--- config.mk ---
export PLATFORM = sky130hd
export DESIGN_NAME = sparse_decompress_vector
export DESIGN_NICKNAME = d
export VERILOG_FILES = /design/src/rtl/sparse_decompress_vector_pkg.sv /design/src/rtl/sparse_decompress_vector.sv
export SDC_FILE = /design/constraint.sdc
export NUM_CORES = 1
export LEC_CHECK = 0
export CORE_AREA = 2 2 84 86
export DETAILED_ROUTE_END_ITERATION = 7
export DIE_AREA = 0 0 86 88
export GPL_TIMING_DRIVEN = 0
export PLACE_DENSITY = 0.82
export SYNTH_ARGS = -nofsm -noshare
export SYNTH_HDL_FRONTEND = slang
export SYNTH_SLANG_ARGS = --single-unit
--- constraint.sdc ---
create_clock -name clk -period 2.4 [get_ports clk]
set_input_delay 0.48 -clock clk [delete_from_list [all_inputs] [get_ports clk]]
set_output_delay 0.48 -clock clk [all_outputs]
set_load 0.01 [all_outputs]
--- src/rtl/sparse_decompress_vector_pkg.sv ---
// Shared types for the zero-run-length decoder: FSM state encoding and compressed entry layout.
package sparse_decompress_vector_pkg;

`ifndef BITS_OF_INDICES
`define BITS_OF_INDICES 4
`endif
`ifndef MAX_SIZE_OUTPUT
`define MAX_SIZE_OUTPUT 8
`endif

  localparam int unsigned CE_DATA_W = 16;
  localparam int unsigned CE_IDX_W  = `BITS_OF_INDICES;
  localparam int unsigned CE_LEN_W  = `MAX_SIZE_OUTPUT;

  typedef enum logic [2:0] {
    IDLE,
    FETCH,
    ZERO,
    VAL,
    PAD
  } state_t;

  typedef struct packed {
    logic [CE_DATA_W-1:0] data;
    logic [CE_IDX_W-1:0]  run;
    logic                 last;
  } entry_t;

endpackage

--- src/rtl/sparse_decompress_vector.sv ---
// Expands (value, zero-run) entries into a dense vector of cfg_len elements.
// Optional SPARSE_DECOMP_POS_OUT_EN adds out_pos, each element's dense coordinate.
module sparse_decompress_vector
    import sparse_decompress_vector_pkg::*;
#(
    parameter int unsigned DATA_W = CE_DATA_W,
    parameter int unsigned IDX_W  = CE_IDX_W,
    parameter int unsigned LEN_W  = CE_LEN_W
) (
    input  logic              clk,
    input  logic              rst,
    input  logic              start,
    input  logic [LEN_W-1:0]  cfg_len,
    input  logic              in_valid,
    output logic              in_ready,
    input  logic [DATA_W-1:0] in_data,
    input  logic [IDX_W-1:0]  in_run,
    input  logic              in_last,
    output logic              out_valid,
    input  logic              out_ready,
    output logic [DATA_W-1:0] out_data,
    output logic              out_last,
    output logic              done,
`ifdef SPARSE_DECOMP_POS_OUT_EN
    output logic [LEN_W-1:0]  out_pos,
`endif
    output logic              err_overflow
);

    state_t            r_state;
    logic [LEN_W-1:0]  r_len;
    logic [LEN_W-1:0]  r_pos;
    logic [IDX_W-1:0]  r_run;
    logic [DATA_W-1:0] r_val;
    logic              r_last;
    logic              r_out_valid;
    logic [DATA_W-1:0] r_out_data;
    logic              r_out_last;
    logic              r_done;
    logic              r_err;
`ifdef SPARSE_DECOMP_POS_OUT_EN
    logic [LEN_W-1:0]  r_out_pos;
`endif

    logic              w_load_en;
    logic              w_ovf;
    logic              w_step;
    logic              w_emit;
    logic              w_at_end;
    logic              w_more;
    logic [DATA_W-1:0] w_emit_data;

    // Once pos reaches len it stays there; such elements are consumed without a free output slot.
    assign w_load_en   = !r_out_valid || out_ready;
    assign w_ovf       = (r_pos >= r_len);
    assign w_step      = w_ovf || w_load_en;
    assign w_emit      = w_step && (r_state == ZERO || r_state == VAL || r_state == PAD);
    assign w_at_end    = (r_pos == r_len - LEN_W'(1));
    assign w_more      = ({1'b0, r_pos} + (LEN_W+1)'(1)) < {1'b0, r_len};
    assign w_emit_data = (r_state == VAL) ? r_val : '0;

    always_ff @(posedge clk or posedge rst) begin
        if (rst) begin
            r_state     <= IDLE;
            r_len       <= '0;
            r_pos       <= '0;
            r_run       <= '0;
            r_val       <= '0;
            r_last      <= 1'b0;
            r_out_valid <= 1'b0;
            r_out_data  <= '0;
            r_out_last  <= 1'b0;
            r_done      <= 1'b0;
            r_err       <= 1'b0;
`ifdef SPARSE_DECOMP_POS_OUT_EN
            r_out_pos   <= '0;
`endif
        end else begin
            r_done <= r_out_valid && out_ready && r_out_last;
            if (w_load_en) begin
                r_out_valid <= 1'b0;
            end

            case (r_state)
                IDLE: begin
                    if (start) begin
                        r_len   <= (cfg_len == '0) ? LEN_W'(1) : cfg_len;
                        r_pos   <= '0;
                        r_err   <= 1'b0;
                        r_state <= FETCH;
                    end
                end
                FETCH: begin
                    if (in_valid) begin
                        r_val   <= in_data;
                        r_run   <= in_run;
                        r_last  <= in_last;
                        r_state <= (in_run != '0) ? ZERO : VAL;
                    end
                end
                ZERO: begin
                    if (w_step) begin
                        r_run <= r_run - IDX_W'(1);
                        if (r_run == IDX_W'(1)) begin
                            r_state <= VAL;
                        end
                    end
                end
                VAL: begin
                    if (w_step) begin
                        if (r_last) begin
                            r_state <= w_more ? PAD : IDLE;
                        end else begin
                            r_state <= FETCH;
                        end
                    end
                end
                PAD: begin
                    if (w_step && (w_at_end || w_ovf)) begin
                        r_state <= IDLE;
                    end
                end
                default: r_state <= IDLE;
            endcase

            if (w_emit) begin
                if (w_ovf) begin
                    r_err <= 1'b1;
                end else begin
                    r_out_valid <= 1'b1;
                    r_out_data  <= w_emit_data;
                    r_out_last  <= w_at_end;
                    r_pos       <= r_pos + LEN_W'(1);
`ifdef SPARSE_DECOMP_POS_OUT_EN
                    r_out_pos   <= r_pos;
`endif
                end
            end
        end
    end

    assign in_ready     = (r_state == FETCH);
    assign out_valid    = r_out_valid;
    assign out_data     = r_out_data;
    assign out_last     = r_out_last;
    assign done         = r_done;
    assign err_overflow = r_err;
`ifdef SPARSE_DECOMP_POS_OUT_EN
    assign out_pos      = r_out_pos;
`endif

endmodule
=== After elaboration in Yosys (flattened, before gate mapping) ===
Index checks and enable logic that the tools add are counted.

* Register bits after elaboration: 60
* Bits of input ports: 34
* Logic and storage cells: 75

* Add/subtract/negate cells: 4
* Magnitude comparators: 2
* Equality and inequality tests: 12
* Mux-type cells: 26
* Bitwise operators: 1
* Reduce and logical (&&, ||, !) cells: 19

{| class="wikitable"
|+ Operator list
! operator !! count
|-
| $mux W8 || 5
|-
| $mux W3 || 8
|-
| $mux W16 || 1
|-
| $pmux W3 S5 || 1
|-
| $add A8 B1 Y9 const B || 1
|-
| $lt A9 B8 Y1 || 1
|-
| $add A8 B1 Y8 const B || 1
|-
| $eq A8 B8 Y1 || 1
|-
| $ge A8 B8 Y1 || 1
|-
| $logic_not A8 Y1 || 1
|-
| $mux W1 || 8
|-
| $mux W4 || 2
|-
| $ne A2 B2 Y1 const B || 4
|-
| $pmux W4 S2 || 1
|-
| $sub A8 B1 Y8 const B || 1
|-
| $eq A3 B2 Y1 const B || 2
|-
| $reduce_and A2 Y1 || 3
|-
| $reduce_and A6 Y1 || 1
|-
| $logic_or A1 B1 Y1 || 5
|-
| $eq A4 B1 Y1 const B || 1
|-
| $logic_and A1 B1 Y1 || 4
|-
| $ne A2 B1 Y1 const B || 2
|-
| $reduce_bool A4 Y1 || 1
|-
| $sub A4 B1 Y4 const B || 1
|-
| other kinds (7) || 7
|}

=== Longest topological paths before layout ===
* Depth in word-level cells: 6
* Depth in mapped cells: 9
* Depth with buffers taken out: 8

=== Worst setup path before layout ===
OpenSTA, ideal clock, no wires.

* Kind: flip-flop to flip-flop
* Start point: reg r_pos[7]
* End point: reg r_state[0]
* Arrival: 1.827 ns
* Data required time: 2.275 ns
* Slack: 0.449 ns
* Cell stages (with the launch flop): 7
* Clock period less this slack: 1.951 ns
* Cell sequence: dfrtp_1 ha_1 nand2_1 nor3_1 a211oi_1 o31ai_1 mux2_2

* Longest elaborated chain between the ends: 5

{| class="wikitable"
|+ Ends and longest elaborated chain
! item !! RTL line !! source
|-
| start: declaration || sparse_decompress_vector.sv:32 || <nowiki>logic [LEN_W-1:0] r_pos;</nowiki>
|-
| start signal: assignment || sparse_decompress_vector.sv:133 || <nowiki>r_pos <= r_pos + LEN_W'(1);</nowiki>
|-
| $ge A8 B8 Y1 / $eq A8 B8 Y1 (equally long branches) || sparse_decompress_vector.sv:55, sparse_decompress_vector.sv:58 ||
|-
| $logic_or A1 B1 Y1 (on tied branches) || sparse_decompress_vector.sv:56, sparse_decompress_vector.sv:119 ||
|-
| $logic_and A1 B1 Y1 || sparse_decompress_vector.sv:119 || <nowiki>if (w_step && (w_at_end || w_ovf)) begin</nowiki>
|-
| $ne A2 B1 Y1 (no source line) || -- ||
|-
| $reduce_and A6 Y1 (no source line) (*) || -- ||
|-
| end signal: assignment || sparse_decompress_vector.sv:98 || <nowiki>r_state <= (in_run != '0) ? ZERO : VAL;</nowiki>
|-
| end signal: assignment || sparse_decompress_vector.sv:112 || <nowiki>r_state <= w_more ? PAD : IDLE;</nowiki>
|-
| end: declaration || sparse_decompress_vector.sv:30 || <nowiki>state_t r_state;</nowiki>
|}

Every way passes the cells marked *; elsewhere a longest branch is shown, timed or not.
A chain may end at the register's enable or synchronous reset.

=== Worst setup path in the final report ===
Ends and elaborated chain as after synthesis.

==> results.json <==
{
  "slew_headroom": 0.5692,
  "top_layer_used": "met4",
  "die_area_sq_um": 7568,
  "place_ws_ns": 0.07157,
  "grt_pass1_wl_mm": 12.75,
  "vias": 2810,
  "p_leak_nw": 1.917,
  "criticalPathCategory": "flop to flop",
  "fin_tns_setup_ns": 0,
  "dr.pass1.iters": 5,
  "wl_met3_microns": 341,
  "clk_latency_ns": 0.34,
  "fin_skew_ns": 0.01306,
  "syn-num-nets": 416,
  "holdBufCountCts": 0,
  "intPower_mw": 2.905,
  "power.density_nw_per_um2": 1191,
  "path_cells": "ha_1 -> nand2_1 -> nor3_1 -> a211oi_1 -> o31ai_2 -> mux2_2",
  "core_sq_um": 6644,
  "r2r_slack_ns": 0.16,
  "clock.fmax_mhz": 445.7,
  "clk_pin_slew_worst_paths_ns": 0.07,
  "tightest_slew_ns": 0.6453,
  "port-buffer-count": 54,
  "r2r_start": "r_pos[7]",
  "synth_seq_cells": 60,
  "postSynthAreaPerCell_sq_um": 8.876,
  "whs_endpoint": "out_data[13]",
  "wl_met2_mm": 3.819,
  "worstRegToRegCells": 6,
  "grt-ovfl-total": 0,
  "startpoint_type": "flop",
  "antenna_found_initial": 0,
  "wl_per_cell_microns": 14.79,
  "r2r-end": "r_state[0]",
  "switching_power_mw": 1.994,
  "status": "finished, final reports clean",
  "post_cts_buffers": 0,
  "hold_class": "flop to flop",
  "place_congestion": 0.8491,
  "hold_depth": 2,
  "power_frac_clock": 0.210,
  "syn_to_final_growth_pct": 28.00,
  "cts_root_buf": "clkbuf_8",
  "die_h_microns": 88,
  "layout_min_cycle_time_ns": 2.244,
  "cts_tree": "yes",
  "clk_path_buf_depth": 2,
  "fin_util": 0.6190,
  "start_util": 0.4836,
  "rows": 30,
  "cp.required_ns": 2.62,
  "grt_max_degree": 33,
  "p_sw_frac": 0.4071,
  "setup_viol": 0,
  "place_hpwl_mm": 5.494,
  "synth.distinct_cells": 39,
  "ys.warnings.count": 0,
  "combPwrFrac": 0.444,
  "drt-met1-wl_mm": 3.319,
  "seq_power_share": 0.346,
  "fin_crit_sh": 0.9349,
  "synth_area_sq_um": 3213,
  "ir_drop_mv": 0.4958,
  "num_io_pins": 55,
  "cp.arrival_ns": 2.46,
  "slew_violations": 0,
  "drt_iter0_drc": 145,
  "antenna_left": 0,
  "drive_above_1_share": 0.09238,
  "critPathCaptureType": "flop",
  "clkSinkCount": 60,
  "cp_slowest_cell": "dfrtp_1",
  "routed_via_density": 5.478,
  "drc_errors": 0,
  "cts-htree-levels": 3,
  "place_area_sq_um": 3874,
  "nNetsFinal": 482,
  "cp_max_fo": 5,
  "timing_hold_violations_final": 0,
  "max_stage_delay_ns": 0.46,
  "setup_ws_ns": 0.1562,
  "hold_start": "out_data[13]",
  "design_area_sq_um": 4113,
  "totalWireLength_mm": 7.586,
  "max-cap-violations": 0,
  "synth.yosys.seq_area_share": 0.4673,
  "grt_pass1_vias": 2766,
  "postSynthCellCount": 362,
  "diodes": 0,
  "cts_buffers": 9,
  "die_w_microns": 86,
  "grt_util_all_layers": 0.2155
}
[registers in the layout (all words and copies together) (netlist names)]
name,flops
r_val,16
r_run,4
r_state,3
r_len,8
out_data,16
err_overflow,1
r_pos,8
out_valid,1
r_last,1
out_last,1
done,1
[placed cells by master, fill, tap and decap left out, drive strengths merged, types with 2 or more instances in the layout]
cell type,netlist,final
o21ai,32,32
inv,14,16
xor2,5,5
nand2,103,103
a211oi,5,5
xnor2,11,11
buf,3,4
clkinv,0,2
nor3,4,4
mux2,9,9
dfrtp,60,60
nand2b,10,10
nand3b,3,3
nand3,17,17
bufinv,0,2
clkdlybuf4s50,0,54
o31ai,2,2
o21a,2,2
nor4,3,3
nor2b,3,3
a22o,2,2
ha,20,20
a31oi,2,2
and3,6,6
nor2,12,12
a21oi,9,9
and2,2,2
o211ai,2,2
clkbuf,13,22
[cell usage after synthesis]
library cell  instances  area (sq um)
o21ai_1               1         5.000
nor2b_1               3         18.77
a211oi_1              4         30.03
nand4_1               1         6.260
a221o_1               1         10.01
a31o_1                1         8.760
nor4_1                3         18.77
o31ai_1               2         15.01
and4_1                1         8.760
o21a_1                2         15.01
inv_1                14         52.55
or4_1                 1         7.510
a31oi_1               2         12.51
o21ai_0              30         150.1
or3_1                 1         6.260
nand2_1             103         386.6
nor2_1               12         45.04
o21ai_2               1         8.760
buf_2                 2         10.01
clkbuf_1             13         48.80
a21oi_1               9         45.04
and2_1                2         12.51
a211oi_2              1         12.51
o211ai_1              2         15.01
nor3_2                1         10.01
o2bb2ai_1             1         8.760
ha_1                 20         250.2
xor2_1                5         43.79
dfrtp_1              60          1501
nand2b_1             10         62.56
nand3_1              17         85.08
buf_1                 1         3.750
nand3b_1              3         22.52
xnor2_1              11         96.34
mux2_2                9         101.4
a22o_1                2         17.52
and3_1                6         37.54
o21bai_1              1         7.510
nor3_1                3         15.01
[critical path, delay by kind of cell, from the launching register on]
family          cells  cell delay [ns]
fa+ha+maj           1             0.33
compound gates      2             0.58
flops               1             0.46
mux                 1             0.37
simple gates        2             0.39
[final cells by class]
class                           instances  area [sq um]
Fill cell                             567          2531
Multi-Input combinational cell        272          1605
Sequential cell                        60          1503
Timing Repair Buffer                   55         560.5
Clock buffer                            9         123.9
Tap cell                               80         100.1
Clock inverter                          7         98.84
Buffer                                 16         68.82
Inverter                               14         52.55
[power by group through the flow]
stage	Sequential, mW	Clock (mW)	Combinational [mW]
2_1_floorplan	1.64	0	1.50
3_3_place_gp	1.67	0	2.02
3_5_place_dp	1.70	0	2.12
4_1_cts	1.68	1.04	2.15
5_1_grt	1.75	1.08	2.48
6_report	1.69	1.03	2.18
[layer usage]
layer	track usage	up-vias
li1	-	1353
met1	0.2764	1372
met2	0.3622	74
met3	0.04336	11
met4	0.08081	0
met5	0	-
[kinds of logic (layout without fill, tap and decap cells)]
logic type      after synthesis  count (layout)  share of synthesized area
buf+inv                      30             101                    0.03583
simple gates                167             167                     0.2313
compound gates               60              60                     0.1125
mux                           9               9                    0.03154
flops                        60              60                     0.4673
xor+xnor                     16              16                    0.04361
fa+ha+maj                    20              20                    0.07788
[through the flow]
stage          total power [mW]  hold WS [ns]  std cells
6_report                  4.899        0.4775        513
4_1_cts                   4.868        0.4847        513
2_1_floorplan             3.141        0.4455        362
5_1_grt                   5.309        0.5060        513
3_5_place_dp              3.821        0.4668        497
3_3_place_gp              3.690        0.4575        496
[what timing repair did]
action / 4_1_cts / 5_1_grt
endpoints found under the hold margin: 0 / 0
endpoints found under the setup margin: 0 / 27
resized for setup: 0 / 13
[how the worst max path moves through the flow]
stage	start	end	slack (ns)	cells after the start
after CTS	r_len[2]	out_data[4]	0.06	9
after floorplan	rst	done	0.44	1
after global placement	rst	r_pos[1]	-0.59	2
after detailed placement	r_len[2]	out_data[1]	0.07	9
after global routing	r_len[2]	r_run[2]	-0.02	8
final	r_pos[7]	r_state[0]	0.16	6
(Power assumes the default switching activity.)
